[src/rtl/uart_pkg.sv]
// Shared types and constants for the UART byte receiver.
// UART_RX_PARITY_EN adds the PARITY state (even parity after data bit 7).
package uart_pkg;

  localparam int DATA_BITS = 8;

  typedef enum logic [2:0] {
    IDLE      = 3'd0,
    START     = 3'd1,
    DATA      = 3'd2,
`ifdef UART_RX_PARITY_EN
    PARITY    = 3'd3,
`endif
    STOP      = 3'd4,
    WAIT_HIGH = 3'd5
  } rx_state_t;

  // Bit period in system clocks; callers must keep the result >= 8.
  function automatic int clks_per_bit(input int clk_hz, input int baud);
    return clk_hz / baud;
  endfunction

endpackage

[src/rtl/rx_sync.sv]
// Two-flop synchronizer for an asynchronous level input.
// RESET_VAL selects the value presented while in reset (idle level of the line).
module rx_sync #(
  parameter logic RESET_VAL = 1'b1
) (
  input  logic clk,
  input  logic rst_n,
  input  logic d,
  output logic q
);

  logic meta;

  always_ff @(posedge clk or negedge rst_n) begin
    if (!rst_n) begin
      meta <= RESET_VAL;
      q    <= RESET_VAL;
    end else begin
      meta <= d;
      q    <= meta;
    end
  end

endmodule

[src/rtl/uart_rx_byte.sv]
// UART receiver: 8 data bits LSB first, mid-bit sampling, one-cycle result pulses.
// Define UART_RX_PARITY_EN for 8E1 framing with a parity_err output; default is 8N1.
module uart_rx_byte
  import uart_pkg::*;
#(
  parameter int CLK_HZ = 50_000_000,
  parameter int BAUD   = 115200
) (
  input  logic      clk,
  input  logic      rst_n,
  input  logic      rxd,
  output logic [7:0] rx_data,
  output logic      rx_strobe,
  output logic      frame_err,
  output logic      busy,
`ifdef UART_RX_PARITY_EN
  output logic      parity_err,
`endif
  output rx_state_t state_dbg
);

  localparam int CPB = clks_per_bit(CLK_HZ, BAUD);
  localparam int CW  = $clog2(CPB);
  localparam logic [CW-1:0] HALF_LOAD = CW'(CPB / 2 - 1);
  localparam logic [CW-1:0] FULL_LOAD = CW'(CPB - 1);
  localparam logic [2:0]    LAST_BIT  = 3'(DATA_BITS - 1);

  logic rxd_s;
  logic rxd_q;

  rx_state_t state, state_nx;
  logic [CW-1:0]        cnt, cnt_nx;
  logic [2:0]           bit_idx, bit_idx_nx;
  logic [DATA_BITS-1:0] shreg, shreg_nx;
  logic [7:0]           data_nx;
  logic                 strobe_nx;
  logic                 fe_nx;
  logic                 tick;
`ifdef UART_RX_PARITY_EN
  logic                 par_bit, par_nx;
  logic                 pe_nx;
`endif

  rx_sync #(.RESET_VAL(1'b1)) u_sync (
    .clk   (clk),
    .rst_n (rst_n),
    .d     (rxd),
    .q     (rxd_s)
  );

  assign tick      = (cnt == '0);
  assign busy      = (state != IDLE);
  assign state_dbg = state;

  always_comb begin
    state_nx   = state;
    cnt_nx     = cnt;
    bit_idx_nx = bit_idx;
    shreg_nx   = shreg;
    data_nx    = rx_data;
    strobe_nx  = 1'b0;
    fe_nx      = 1'b0;
`ifdef UART_RX_PARITY_EN
    par_nx     = par_bit;
    pe_nx      = 1'b0;
`endif
    case (state)
      IDLE: begin
        if (rxd_q && !rxd_s) begin
          state_nx = START;
          cnt_nx   = HALF_LOAD;
        end
      end
      START: begin
        // A start bit that is high again at its midpoint is treated as a glitch.
        if (tick) begin
          if (!rxd_s) begin
            state_nx   = DATA;
            cnt_nx     = FULL_LOAD;
            bit_idx_nx = '0;
          end else begin
            state_nx = IDLE;
          end
        end else begin
          cnt_nx = cnt - 1'b1;
        end
      end
      DATA: begin
        if (tick) begin
          shreg_nx   = {rxd_s, shreg[DATA_BITS-1:1]};
          cnt_nx     = FULL_LOAD;
          bit_idx_nx = bit_idx + 1'b1;
          if (bit_idx == LAST_BIT) begin
`ifdef UART_RX_PARITY_EN
            state_nx = PARITY;
`else
            state_nx = STOP;
`endif
          end
        end else begin
          cnt_nx = cnt - 1'b1;
        end
      end
`ifdef UART_RX_PARITY_EN
      PARITY: begin
        if (tick) begin
          par_nx   = rxd_s;
          cnt_nx   = FULL_LOAD;
          state_nx = STOP;
        end else begin
          cnt_nx = cnt - 1'b1;
        end
      end
`endif
      STOP: begin
        // Leaving at mid-stop leaves half a bit to catch a back-to-back start edge.
        if (tick) begin
          if (rxd_s) begin
            state_nx = IDLE;
`ifdef UART_RX_PARITY_EN
            if (par_bit != ^shreg) begin
              pe_nx = 1'b1;
            end else begin
              data_nx   = shreg;
              strobe_nx = 1'b1;
            end
`else
            data_nx   = shreg;
            strobe_nx = 1'b1;
`endif
          end else begin
            fe_nx    = 1'b1;
            state_nx = WAIT_HIGH;
          end
        end else begin
          cnt_nx = cnt - 1'b1;
        end
      end
      WAIT_HIGH: begin
        // Hold off until the line idles so a break is not decoded as 0x00 bytes.
        if (rxd_s) begin
          state_nx = IDLE;
        end
      end
      default: begin
        state_nx = IDLE;
      end
    endcase
  end

  always_ff @(posedge clk or negedge rst_n) begin
    if (!rst_n) begin
      state     <= IDLE;
      cnt       <= '0;
      bit_idx   <= '0;
      shreg     <= '0;
      rxd_q     <= 1'b1;
      rx_data   <= 8'h00;
      rx_strobe <= 1'b0;
      frame_err <= 1'b0;
    end else begin
      state     <= state_nx;
      cnt       <= cnt_nx;
      bit_idx   <= bit_idx_nx;
      shreg     <= shreg_nx;
      rxd_q     <= rxd_s;
      rx_data   <= data_nx;
      rx_strobe <= strobe_nx;
      frame_err <= fe_nx;
    end
  end

`ifdef UART_RX_PARITY_EN
  always_ff @(posedge clk or negedge rst_n) begin
    if (!rst_n) begin
      par_bit    <= 1'b0;
      parity_err <= 1'b0;
    end else begin
      par_bit    <= par_nx;
      parity_err <= pe_nx;
    end
  end
`endif

endmodule

[config.mk]
export PLATFORM = sky130hd
export DESIGN_NAME = uart_rx_byte
export DESIGN_NICKNAME = d
export VERILOG_FILES = /design/src/rtl/uart_pkg.sv /design/src/rtl/rx_sync.sv /design/src/rtl/uart_rx_byte.sv
export SDC_FILE = /design/constraint.sdc
export NUM_CORES = 1
export LEC_CHECK = 0
export CAP_MARGIN = 20
export CORE_ASPECT_RATIO = 1.1
export CORE_UTILIZATION = 60
export DETAILED_ROUTE_END_ITERATION = 7
export PLACE_DENSITY = 0.83
export SLEW_MARGIN = 15
export SYNTH_ARGS = -nofsm -noshare
export SYNTH_HDL_FRONTEND = slang
export SYNTH_SLANG_ARGS = --single-unit
[constraint.sdc]
create_clock -name clk -period 4.25 [get_ports clk]
set_clock_uncertainty 0.1 [all_clocks]
set_input_delay 0.425 -clock clk [delete_from_list [all_inputs] [get_ports clk]]
set_output_delay 0.425 -clock clk [all_outputs]
set_load 0.005 [all_outputs]
# After elaboration in Yosys (flattened, before gate mapping)
# Cells that the tools add are included.
# W data, S select, Z words.
[totals]
regBits = 36
input_bits = 3
[classes]
addsub = 2
eq_ne = 14
mux = 25
n_reduce_logical = 12
[ops]
columns = ["cell", "count"]
rows = [
  ["$mux W9", 5],
  ["$pmux W9 S4", 1],
  ["$mux W3", 10],
  ["$pmux W3 S5", 1],
  ["$ne A2 B2 Y1 const B", 7],
  ["$eq A3 B3 Y1 const B", 3],
  ["$logic_not A9 Y1", 1],
  ["$sub A9 B1 Y9 const B", 1],
  ["$reduce_and A4 Y1", 2],
  ["$mux W1", 6],
  ["$pmux W3 S2", 1],
  ["$reduce_and A6 Y1", 1],
  ["$reduce_bool A4 Y1", 1],
  ["$add A3 B1 Y3 const B", 1],
  ["$eq A3 B1 Y1 const B", 1],
  ["$eq A3 B2 Y1 const B", 1],
  ["$logic_not A3 Y1", 1],
  ["$ne A3 B3 Y1 const B", 1],
  ["$reduce_and A3 Y1", 1],
  ["$reduce_bool A3 Y1", 1],
  ["$mux W2", 1],
  ["$ne A2 B1 Y1 const B", 1],
  ["$reduce_and A2 Y1", 1],
  ["$reduce_bool A2 Y1", 1],
  ["2 further kinds", 2],
]

# Logic depth before layout (Yosys ltp)
# Gate-level depths: netlist of the first run.
[depth]
word_depth = 4
depth_mapped = 7
depth_no_buf = 6

# Modules after synthesis
# A second synthesis of the first run with hierarchy kept.
[unflattened]
hier_cells = 171
hier_area_um2 = 1914.3
[by_module_without_submodules]
columns = ["mod", "instances", "cells_per_inst", "area_per_inst_um2", "seq_area_each_um2"]
rows = [
  ["uart_rx_byte", 1, 169, 1861.8, 852.1],
  ["rx_sync", 1, 2, 52.6, 52.6],
]

# Least setup slack after synthesis of the first run
# Ideal clock, no wire load.
[synth_timing]
path_type = "reg-to-reg"
start = "register cnt[0]"
end = "register cnt[0]"
arrival_time_ns = 2.072
slack_ns = 1.951
path_stages_with_launch = 8
n_path_buf = 1
cell_sequence = "dfrtp_1 > inv_1 > ha_1 > or4b_1 > a2111oi_4 > or2_1 > buf_4 > mux2_1"
[synth_between]
elab_chain_cells = 3
word_cells_on_any_way = 9
[synth_lines]
columns = ["element", "line", "text"]
rows = [
  ["start: declaration", "uart_rx_byte.sv:32", "logic [CW-1:0] cnt, cnt_nx;"],
  ["start signal: assignment", "uart_rx_byte.sv:163", "cnt <= cnt_nx;"],
  ["$sub A9 B1 Y9 or $logic_not A9 Y1 (tied branches)", "--", ""],
  ["$mux W9, or another cell as far along", "uart_rx_byte.sv:117", "if (tick) begin"],
  ["$pmux W9 S4 or $reduce_and A4 Y1 (tied branches)", "--", ""],
]
# Parallel ways exist; a longest one is shown, timed or not. The select of a mux whose other input is x is not followed.
# A chain may end at the register's enable or synchronous reset.

# Worst setup path in the final report of the first run
[layout_timing]
start = "register cnt[1]"
end = "register cnt[0]"
[layout_between]
elab_chain_cells = 3
word_cells_on_any_way = 7
[layout_lines]
columns = ["element", "line", "text"]
rows = [
  ["$logic_not A9 Y1 (*)", "uart_rx_byte.sv:51", "assign tick = (cnt == '0);"],
  ["$ne A3 B3 Y1 (no source line), or another cell as far along", "--", ""],
  ["$reduce_and A4 Y1 (no source line) or $pmux W9 S4 (tied branches)", "--", ""],
]
# Mark *: on every way between the ends. The rest lies on a longest branch, timed or not.

==> results of run 1 <==
worst min-delay path by stage:
stage,from,end,slack (ns),depth (start not counted)
floorplan,rst_n,bit_idx[0],0.03,0
global placement,u_sync.meta,u_sync.q,0.25,0
detailed placement,u_sync.meta,u_sync.q,0.25,0
CTS,u_sync.meta,u_sync.q,0.27,0
global route,u_sync.meta,u_sync.q,0.27,0
finish,u_sync.meta,u_sync.q,0.27,0
kinds of logic (layout without fill, tap and decap cells):
group	after synthesis	count (layout)	share of synthesized area [%]
fa+ha+maj	4	4	2.827
simple gates	44	44	15.27
compound gates	37	37	15.69
mux	18	18	11.45
xor+xnor	2	2	0.9896
buf+inv	11	32	2.685
flops	36	36	51.10
flip-flops by register name, indices dropped and copies added, names as in the netlist:
register,count
cnt,9
shreg,8
u_sync.q,1
bit_idx,3
rxd_q,1
u_sync.meta,1
rx_data,8
state_dbg,3
rx_strobe,1
frame_err,1
power breakdown:
| group | switching (mW) | internal, mW |
|---|---|---|
| logic | 0.116 | 0.114 |
| clock network | 0.118 | 0.123 |
| registers | 0.0709 | 0.384 |
metal layers:
| layer | GRT usage, % | wire (um) | vias to the layer above |
|---|---|---|---|
| met2 | 43.21 | 1843 | 44 |
| met4 | 14.29 | 84 | 0 |
| met5 | 0 | 0 | - |
| met1 | 32.70 | 1462 | 659 |
| li1 | - | - | 615 |
| met3 | 6.667 | 186 | 8 |
stage by stage:
stage,cell area (sq um),cells,hold WS [ns],setup slack (ns)
after global placement,1962,198,0.2470,1.772
after floorplan,1770,152,0.02941,1.951
after detailed placement,1962,198,0.2526,1.723
final,2042,206,0.2664,1.674
after CTS,2042,206,0.2692,1.694
after global routing,2042,206,0.2694,1.493
cell type report:
cell class,instances,area (sq um)
clock inverter,3,42.54
sequential,36,904.6
clock buffer,5,37.54
multi-input combinational,105,818.3
fill,190,735.7
tap,33,41.29
inverter,6,22.52
timing repair buffer,18,175.2
cells in the mapped netlist (all sizes together) (3+ instances only):
cell type	instances
a21oi	8
a22o	3
clkbuf	3
dfrtp	33
dfstp	3
ha	4
inv	6
mux2	18
nand2	5
nand2b	4
nand3	5
nor2	7
nor2b	3
nor4	4
o21ai	6
critical path, stage by stage (launching register included):
cell and delay, ns:
dfrtp_1 0.44, inv_1 0.10, ha_1 0.17, or4b_1 0.55, a2111oi_4 0.43, or2_1 0.32, mux2_1 0.35
==> implementation parameters, run 1 <==
Parameter                              Value

Clock network
  Clock sinks    36
  Cts repair resizes    0
  Longest Clk Path Bufs    2
  Root buffer cell    clkbuf_4
  # Post-CTS Setup Buffers    0
  Hold-fix buffers at CTS    0
  Num CTS Buffers    5
  TritonCTS clock tree    built
  Register clock-pin slew on the reported worst setup and hold paths    between 0.1 and 0.15 ns
  Number of H-tree branching levels    2
  Worst-skew pair later-pin latency    between 0.3 and 0.4 ns

Critical path
  Setup crit end kind    register
  Capture instance of the worst register-to-register path    cnt[0]
  Worst Setup Start Kind    register
  Worst R2R Setup Slack    between 1.5 and 2 ns
  Depth of the worst register-to-register path    6
  Critical path start-end classification    register to register
  Required time of the critical path    4.39 ns
  Critical Path AT    between 2 and 3 ns
  Beginning of the critical path    cnt[1]
  Critical path capture point    cnt[0]
  Crit Path Max Fanout    8
  Launch instance of the worst register-to-register path    cnt[1]

STA
  Period utilisation layout    between 60% and 70%
  Final critical path time including I/O delays and setup    between 2 and 3 ns
  Relative slew slack    approximately 53%
  Setup repair after global routing missed its margin    no
  Transition time of the tightest slew-check pin    roughly 0.71 ns
  Max Freq    0.3882 GHz
  Count of final hold-check violations    0
  Sum of negative setup slack    0 ns
  Number of max-slew violations in the final report    0
  # setup viols final    0

Detailed routing
  Vias per cell    roughly 6.4
  Remaining routing DRC violations    0
  Mean routed wirelength per cell    roughly 17 um
  Detail Route Antenna Nets    0
  Count of routing violations after the opening detailed-route iteration    46
  Total wire length after detailed routing    roughly 3.6 mm
  Routed vias    about 1300
  Number of detailed-routing iterations run before antenna repair    6

Global routing
  First-pass GRT wire length    about 5.9 mm
  GRT Overall Usage    26.85%
  Vias in the first global route    1286
  Pin count of the biggest net entering global routing    37
  Total grt overflow    0
  Antenna violations before repair    0

Die
  Rows    20
  Die area    approximately 3200 sq um
  Die height    between 50 and 60 um
  Io pins    17
  Area of the core    between 2000 and 3000 sq um
  Initial standard-cell utilization of the core    63.74%
  Die Width    53.79 um

Pwr
  Power density over cell area    453.2 nW/um^2
  Max rail drop VDD    ~290 uV
  Static power due to leakage    slightly above 0.9 nW
  Total design power    roughly 900 uW

Hold path
  Min-delay worst type    register to register

Cells and area
  Most frequent cells in the layout    dfrtp_1, mux2_2, clkdlybuf4s50_1
  Diode insertion count for antenna repair    0
  Final design utilization    around three quarters
  Synth-to-layout area growth    15.34%
  Final #Nets    approximately 180
  Commonest non-fill, non-tap cell in the layout    dfrtp_1
  Share of layout cells above drive strength 1    between 20 and 25%

Logic synthesis
  Sequential cell area fraction in the yosys report    about 51%
  Main flop type after synthesis    dfrtp_1
  Fraction of synthesized cell area taken by the top area cell type    ~47%
  Post-Synthesis Net Count    159
  Ys async rst share    between 90% and 100%
  Avg Inst Size Synth    11.65 sq um
  Cell variety after synth    just under 50
  Netlist Area Pre-Place    around 1800 sq um
  Most area-hungry cell type in the Yosys netlist    dfrtp_1
  Cell types occupying the most area after synthesis    dfrtp_1, mux2_2, dfstp_2
  Count of yosys warnings during synthesis    0
  Number of synthesized flops with an enable pin    0
  Number of instances in the synthesized netlist    152
  Yosys reg bits    36

Outcome
  Outcome    finished clean

Flow run
  Maximum Capacitance Violations    0

Placement
  Port-buffer cells    16
  Detailed placement HPWL    2.560 mm
  Routability cong.    about 0.86
(Power assumes the default switching activity.)
==> run 2: changes to the inputs <==
--- a/config.mk
+++ b/config.mk
@@ -7,9 +7,9 @@
 export LEC_CHECK = 0
 export CAP_MARGIN = 20
 export CORE_ASPECT_RATIO = 1.1
-export CORE_UTILIZATION = 60
+export CORE_UTILIZATION = 50
 export DETAILED_ROUTE_END_ITERATION = 7
-export PLACE_DENSITY = 0.83
+export PLACE_DENSITY = 0.74
 export SLEW_MARGIN = 15
 export SYNTH_ARGS = -nofsm -noshare
 export SYNTH_HDL_FRONTEND = slang
==> constraint.sdc (replaced) <==
create_clock -name clk -period 2.18 [get_ports clk]
set_clock_uncertainty 0.1 [all_clocks]
set_input_delay 0.218 -clock clk [delete_from_list [all_inputs] [get_ports clk]]
set_output_delay 0.218 -clock clk [all_outputs]
set_load 0.005 [all_outputs]
==> implementation parameters, run 2 (same netlist as run 1, synthesis figures left out) <==
Parameter                              Value

Global routing
  First-pass GRT wire length    6.292 mm
  Vias in the first global route    1349
  Pin count of the biggest net entering global routing    37
  Antenna violations before repair    0
  Total grt overflow    0
  GRT Overall Usage    22.42%

Clock network
  Longest Clk Path Bufs    2
  Register clock-pin slew on the reported worst setup and hold paths    0.11 ns
  Root buffer cell    clkbuf_4
  Cts repair resizes    0
  TritonCTS clock tree    built
  Num CTS Buffers    5
  Hold-fix buffers at CTS    0
  Worst-skew pair later-pin latency    between 0.3 and 0.4 ns
  Clock sinks    36
  Number of H-tree branching levels    2
  # Post-CTS Setup Buffers    0

STA
  Max Freq    approximately 0.47 GHz
  # setup viols final    0
  Count of final hold-check violations    0
  Final critical path time including I/O delays and setup    between 2 and 2.5 ns
  Period utilisation layout    between 90% and 100%
  Number of max-slew violations in the final report    0
  Relative slew slack    70.52%
  Setup repair after global routing missed its margin    yes
  Transition time of the tightest slew-check pin    between 0.4 and 0.5 ns

Critical path
  Critical Path AT    around 2.3 ns
  Launch instance of the worst register-to-register path    cnt[0]
  Beginning of the critical path    cnt[0]
  Depth of the worst register-to-register path    6
  Critical path start-end classification    register to register
  Setup crit end kind    register
  Required time of the critical path    ~2.3 ns
  Critical path capture point    cnt[0]
  Worst Setup Start Kind    register
  Crit Path Max Fanout    4
  Capture instance of the worst register-to-register path    cnt[0]
  Worst R2R Setup Slack    approximately 0.054 ns

Cells and area
  Synth-to-layout area growth    25.94%
  Max reg flops    9
  Register with the highest flop count    cnt
  Final #Nets    197
  Share of layout cells above drive strength 1    29.84%
  Commonest non-fill, non-tap cell in the layout    dfrtp_1
  Leading registers by flop count    cnt (9), rx_data (8), shreg (8)
  Diode insertion count for antenna repair    0
  Most frequent cells in the layout    dfrtp_1, buf_4, mux2_2
  Non-Filler Instances    239
  Final non-filler cell area    2230 sq um

Die
  Area of the core    between 3000 and 4000 sq um
  Die height    roughly 64 um
  Initial standard-cell utilization of the core    between 50% and 60%
  Die area    3783 sq um
  Rows    22
  Io pins    17
  Die Width    58.74 um

Pwr
  Logic pwr share    33.1%
  Internal power contribution    1.383 mW
  Power density over cell area    between 900 and 1000 nW/um^2
  Switch share    between 30% and 40%
  Static power due to leakage    between 1 and 1.5 nW
  Max rail drop VDD    between 500 and 600 uV
  Clock share of power    26.5%
  Net switching power    around 640 uW
  Fraction of power consumed by sequential logic    between 40 and 50%

Detailed routing
  Vias per cell    between 5 and 6
  Mean routed wirelength per cell    15.19 um
  Routed vias    roughly 1400
  Total wire length after detailed routing    ~3.6 mm
  Detail Route Antenna Nets    0
  Number of detailed-routing iterations run before antenna repair    4
  Remaining routing DRC violations    0
  Count of routing violations after the opening detailed-route iteration    between 70 and 80

Outcome
  Outcome    finished clean

Placement
  # placed instances    231
  Area after DPL    2128 sq um
  Detailed placement HPWL    approximately 2.6 mm
  Routability cong.    0.8897
  Port-buffer cells    16

Flow run
  Maximum Capacitance Violations    0

Hold path
  Min-delay worst type    input port to async pin
-- run 2: cell count changes in the layout (fill, tap and decap cells not counted), sizes merged --
cell	before	now
clkinvlp	1	0
clkinv	1	0
clkbuf	5	7
buf	2	20
-- run 2: metrics by stage --
| stage | setup slack (ns) | setup TNS, ns | hold slack [ns] | total power, mW | utilization [%] |
|---|---|---|---|---|---|
| 5_1_grt | -0.03700 | -0.03821 | 0.1598 | 2.141 | 66.39 |
| 4_1_cts | 0.03369 | 0 | 0.1682 | 2.023 | 66.21 |
| 6_report | 0.05428 | 0 | 0.1712 | 2.021 | 66.39 |
| 3_5_place_dp | 0.05070 | 0 | 0.2475 | 1.486 | 63.38 |
| 3_3_place_gp | 0.1014 | 0 | 0.2467 | 1.452 | 63.38 |
| 2_1_floorplan | -0.1080 | -0.1080 | -0.1776 | 1.223 | - |
-- run 2: worst min-delay path by stage --
stage | startpoint | end | slack, ns | depth (start not counted)
global route | rxd | u_sync.meta | 0.16 | 1
detailed placement | u_sync.meta | u_sync.q | 0.25 | 0
floorplan | rst_n | bit_idx[0] | -0.18 | 0
CTS | rst_n | state_dbg[0] | 0.17 | 2
finish | rst_n | state_dbg[0] | 0.17 | 2
global placement | u_sync.meta | u_sync.q | 0.25 | 0
-- run 2: power by group through the flow --
stage	Sequential, mW	Clock [mW]	Combinational [mW]
6_report	0.816	0.536	0.669
5_1_grt	0.826	0.570	0.745
4_1_cts	0.817	0.541	0.665
3_5_place_dp	0.830	0	0.657
3_3_place_gp	0.825	0	0.627
2_1_floorplan	0.844	0	0.379
-- run 2: cell type report --
type,instances,area [sq um]
fill,273,1129
tap,48,60.06
inverter,6,22.52
timing repair buffer,36,310.3
sequential,36,904.6
multi-input combinational,105,837.1
clock inverter,1,30.03
clock buffer,7,65.06
-- run 2: worst max-delay path, cell delays in order (launching register included) --
cell and delay [ns]:
dfrtp_1 0.40, inv_1 0.08, ha_1 0.16, or4b_4 0.52, a2111oi_4 0.23, or2_1 0.20, mux2_1 0.33
-- run 2: routing by layer --
metal | wire length (um) | GRT usage, % | part of all wire [%] | vias to the layer above
met5 | 0 | 0 | 0 | -
met4 | 61 | 10.71 | 1.7 | 0
met3 | 194 | 6.786 | 5.3 | 7
met2 | 1773 | 35.94 | 49 | 47
met1 | 1601 | 27.25 | 44 | 654
li1 | - | - | - | 652
==> run 3: changes to the inputs <==
==> constraint.sdc (replaced) <==
create_clock -name clk -period 1.8 [get_ports clk]
set_clock_uncertainty 0.1 [all_clocks]
set_input_delay 0.18 -clock clk [delete_from_list [all_inputs] [get_ports clk]]
set_output_delay 0.18 -clock clk [all_outputs]
set_load 0.005 [all_outputs]
==> implementation parameters, run 3 (same netlist as run 1, synthesis figures left out) <==
Parameter                              Value

Cells and area
  Final #Nets    224
  Commonest non-fill, non-tap cell in the layout    buf_4
  Share of layout cells above drive strength 1    a little over two fifths
  Most frequent cells in the layout    buf_4, dfrtp_1, clkdlybuf4s50_1
  Max reg flops    9
  Diode insertion count for antenna repair    0
  Leading registers by flop count    cnt (9), rx_data (8), shreg (8)
  Non-Filler Instances    ~270
  Synth-to-layout area growth    41.70%
  Register with the highest flop count    cnt

Detailed routing
  Count of routing violations after the opening detailed-route iteration    50
  Vias per cell    5.571
  Remaining routing DRC violations    0
  Total wire length after detailed routing    ~4.3 mm
  Routed vias    1482
  Number of detailed-routing iterations run before antenna repair    4
  Mean routed wirelength per cell    16.28 um
  Detail Route Antenna Nets    0

Hold path
  Min-delay worst type    input port to async pin

Die
  Die height    64.41 um
  Initial standard-cell utilization of the core    ~53%
  Die area    between 3000 and 4000 sq um
  Io pins    17
  Die Width    ~59 um
  Area of the core    roughly 3400 sq um
  Rows    22

Placement
  Setup Slack @ Placement    -0.3586 ns
  Routability cong.    approximately 0.83
  Detailed placement HPWL    roughly 2.8 mm
  # placed instances    between 200 and 300
  Port-buffer cells    16

Pwr
  Total design power    roughly 2.6 mW
  Max rail drop VDD    a little over 600 uV
  Static power due to leakage    between 1 and 1.5 nW
  Power density over cell area    1022 nW/um^2

Global routing
  Antenna violations before repair    0
  Pin count of the biggest net entering global routing    37
  Total grt overflow    0
  Vias in the first global route    about 1500
  GRT Overall Usage    between 20% and 30%
  First-pass GRT wire length    6.969 mm

STA
  Final WS setup    -0.2791 ns
  Count of final hold-check violations    0
  Max Freq    just under 0.5 GHz
  Relative slew slack    69.71%
  Transition time of the tightest slew-check pin    roughly 0.45 ns
  Period utilisation layout    115.5%
  Number of max-slew violations in the final report    0
  Final critical path time including I/O delays and setup    ~2.1 ns
  Sum of negative setup slack    -6.701 ns
  # setup viols final    31
  Setup repair after global routing missed its margin    yes

Clock network
  Clock sinks    36
  Num CTS Buffers    5
  TritonCTS clock tree    built
  Longest Clk Path Bufs    2
  Worst-skew pair later-pin latency    ~0.34 ns
  Number of H-tree branching levels    2
  Root buffer cell    clkbuf_4
  Register clock-pin slew on the reported worst setup and hold paths    0.12 ns

Critical path
  Critical Path AT    around 2.2 ns
  Required time of the critical path    1.93 ns
  Crit Path Max Fanout    5
  Worst Setup Start Kind    register
  Largest stage delay on the critical path    0.51 ns
  Depth of the worst register-to-register path    7
  Cell type of the slowest stage on the worst timing path    or4b_4
  Worst R2R Setup Slack    -0.28 ns
  Setup crit end kind    register
  Critical path start-end classification    register to register
  Beginning of the critical path    cnt[1]
  Launch instance of the worst register-to-register path    cnt[1]
  Cells along the critical path    inv_2 -> ha_4 -> or4b_4 -> nor2_4 -> buf_6 -> nand3_4 -> mux2_2
  Capture instance of the worst register-to-register path    shreg[5]

Outcome
  Failing checks    setup timing
  Outcome    complete, but fails checks

Flow run
  Maximum Capacitance Violations    0
-- run 3: what timing repair did --
| item | in CTS | in global routing |
|---|---|---|
| resized for setup | 22 | 3 |
| setup endpoints to repair | 32 | 32 |
| buffers inserted | 5 | 2 |
| pin swaps | 6 | 2 |
| cloned | 1 | 0 |
| hold buffers | 0 | 0 |
-- run 3: report_power, final --
group | internal, mW | switching (mW)
sequential | 0.908 | 0.0633
combinational | 0.598 | 0.523
clock | 0.193 | 0.280
total | 1.70 | 0.865
-- run 3: metrics by stage --
stage               area [sq um]  hold WS [ns]  util, %
detailed placement          2287        0.2498    68.11
finish                      2509        0.1362    74.70
global route                2509        0.1251    74.70
global placement            2287        0.2499    68.11
floorplan                   1803       -0.2156        -
CTS                         2474        0.1263    73.66
-- run 3: how the worst max path moves through the flow --
stage,endpoint,slack (ns)
2_1_floorplan,cnt[0],-0.47
3_3_place_gp,shreg[2],-0.28
3_5_place_dp,shreg[5],-0.36
4_1_cts,cnt[2],-0.25
5_1_grt,cnt[2],-0.32
6_report,shreg[5],-0.28
-- run 3: metal layers --
layer	up-vias	global-route usage (%)	wire length, um
met3	14	5.788	195
li1	704	-	-
met1	718	31.46	1835
met4	0	10.12	114
met2	46	41.19	2186
met5	-	0	0
-- run 3: critical path: cells and delay by family, from the launching register on --
family	cells	cell delay, ns
DFF	1	0.41
adders and majority gates	1	0.13
and+or+nand+nor	3	0.77
buffers and inverters	2	0.23
muxes	1	0.32
-- run 3: layout make-up --
type                            count  area, sq um
Multi-Input combinational cell    106        940.9
Sequential cell                    36        904.6
Fill cell                         217        849.6
Timing Repair Buffer               62        515.5
Tap cell                           48        60.06
Clock buffer                        6        51.30
Inverter                            6        22.52
Clock inverter                      2        13.76
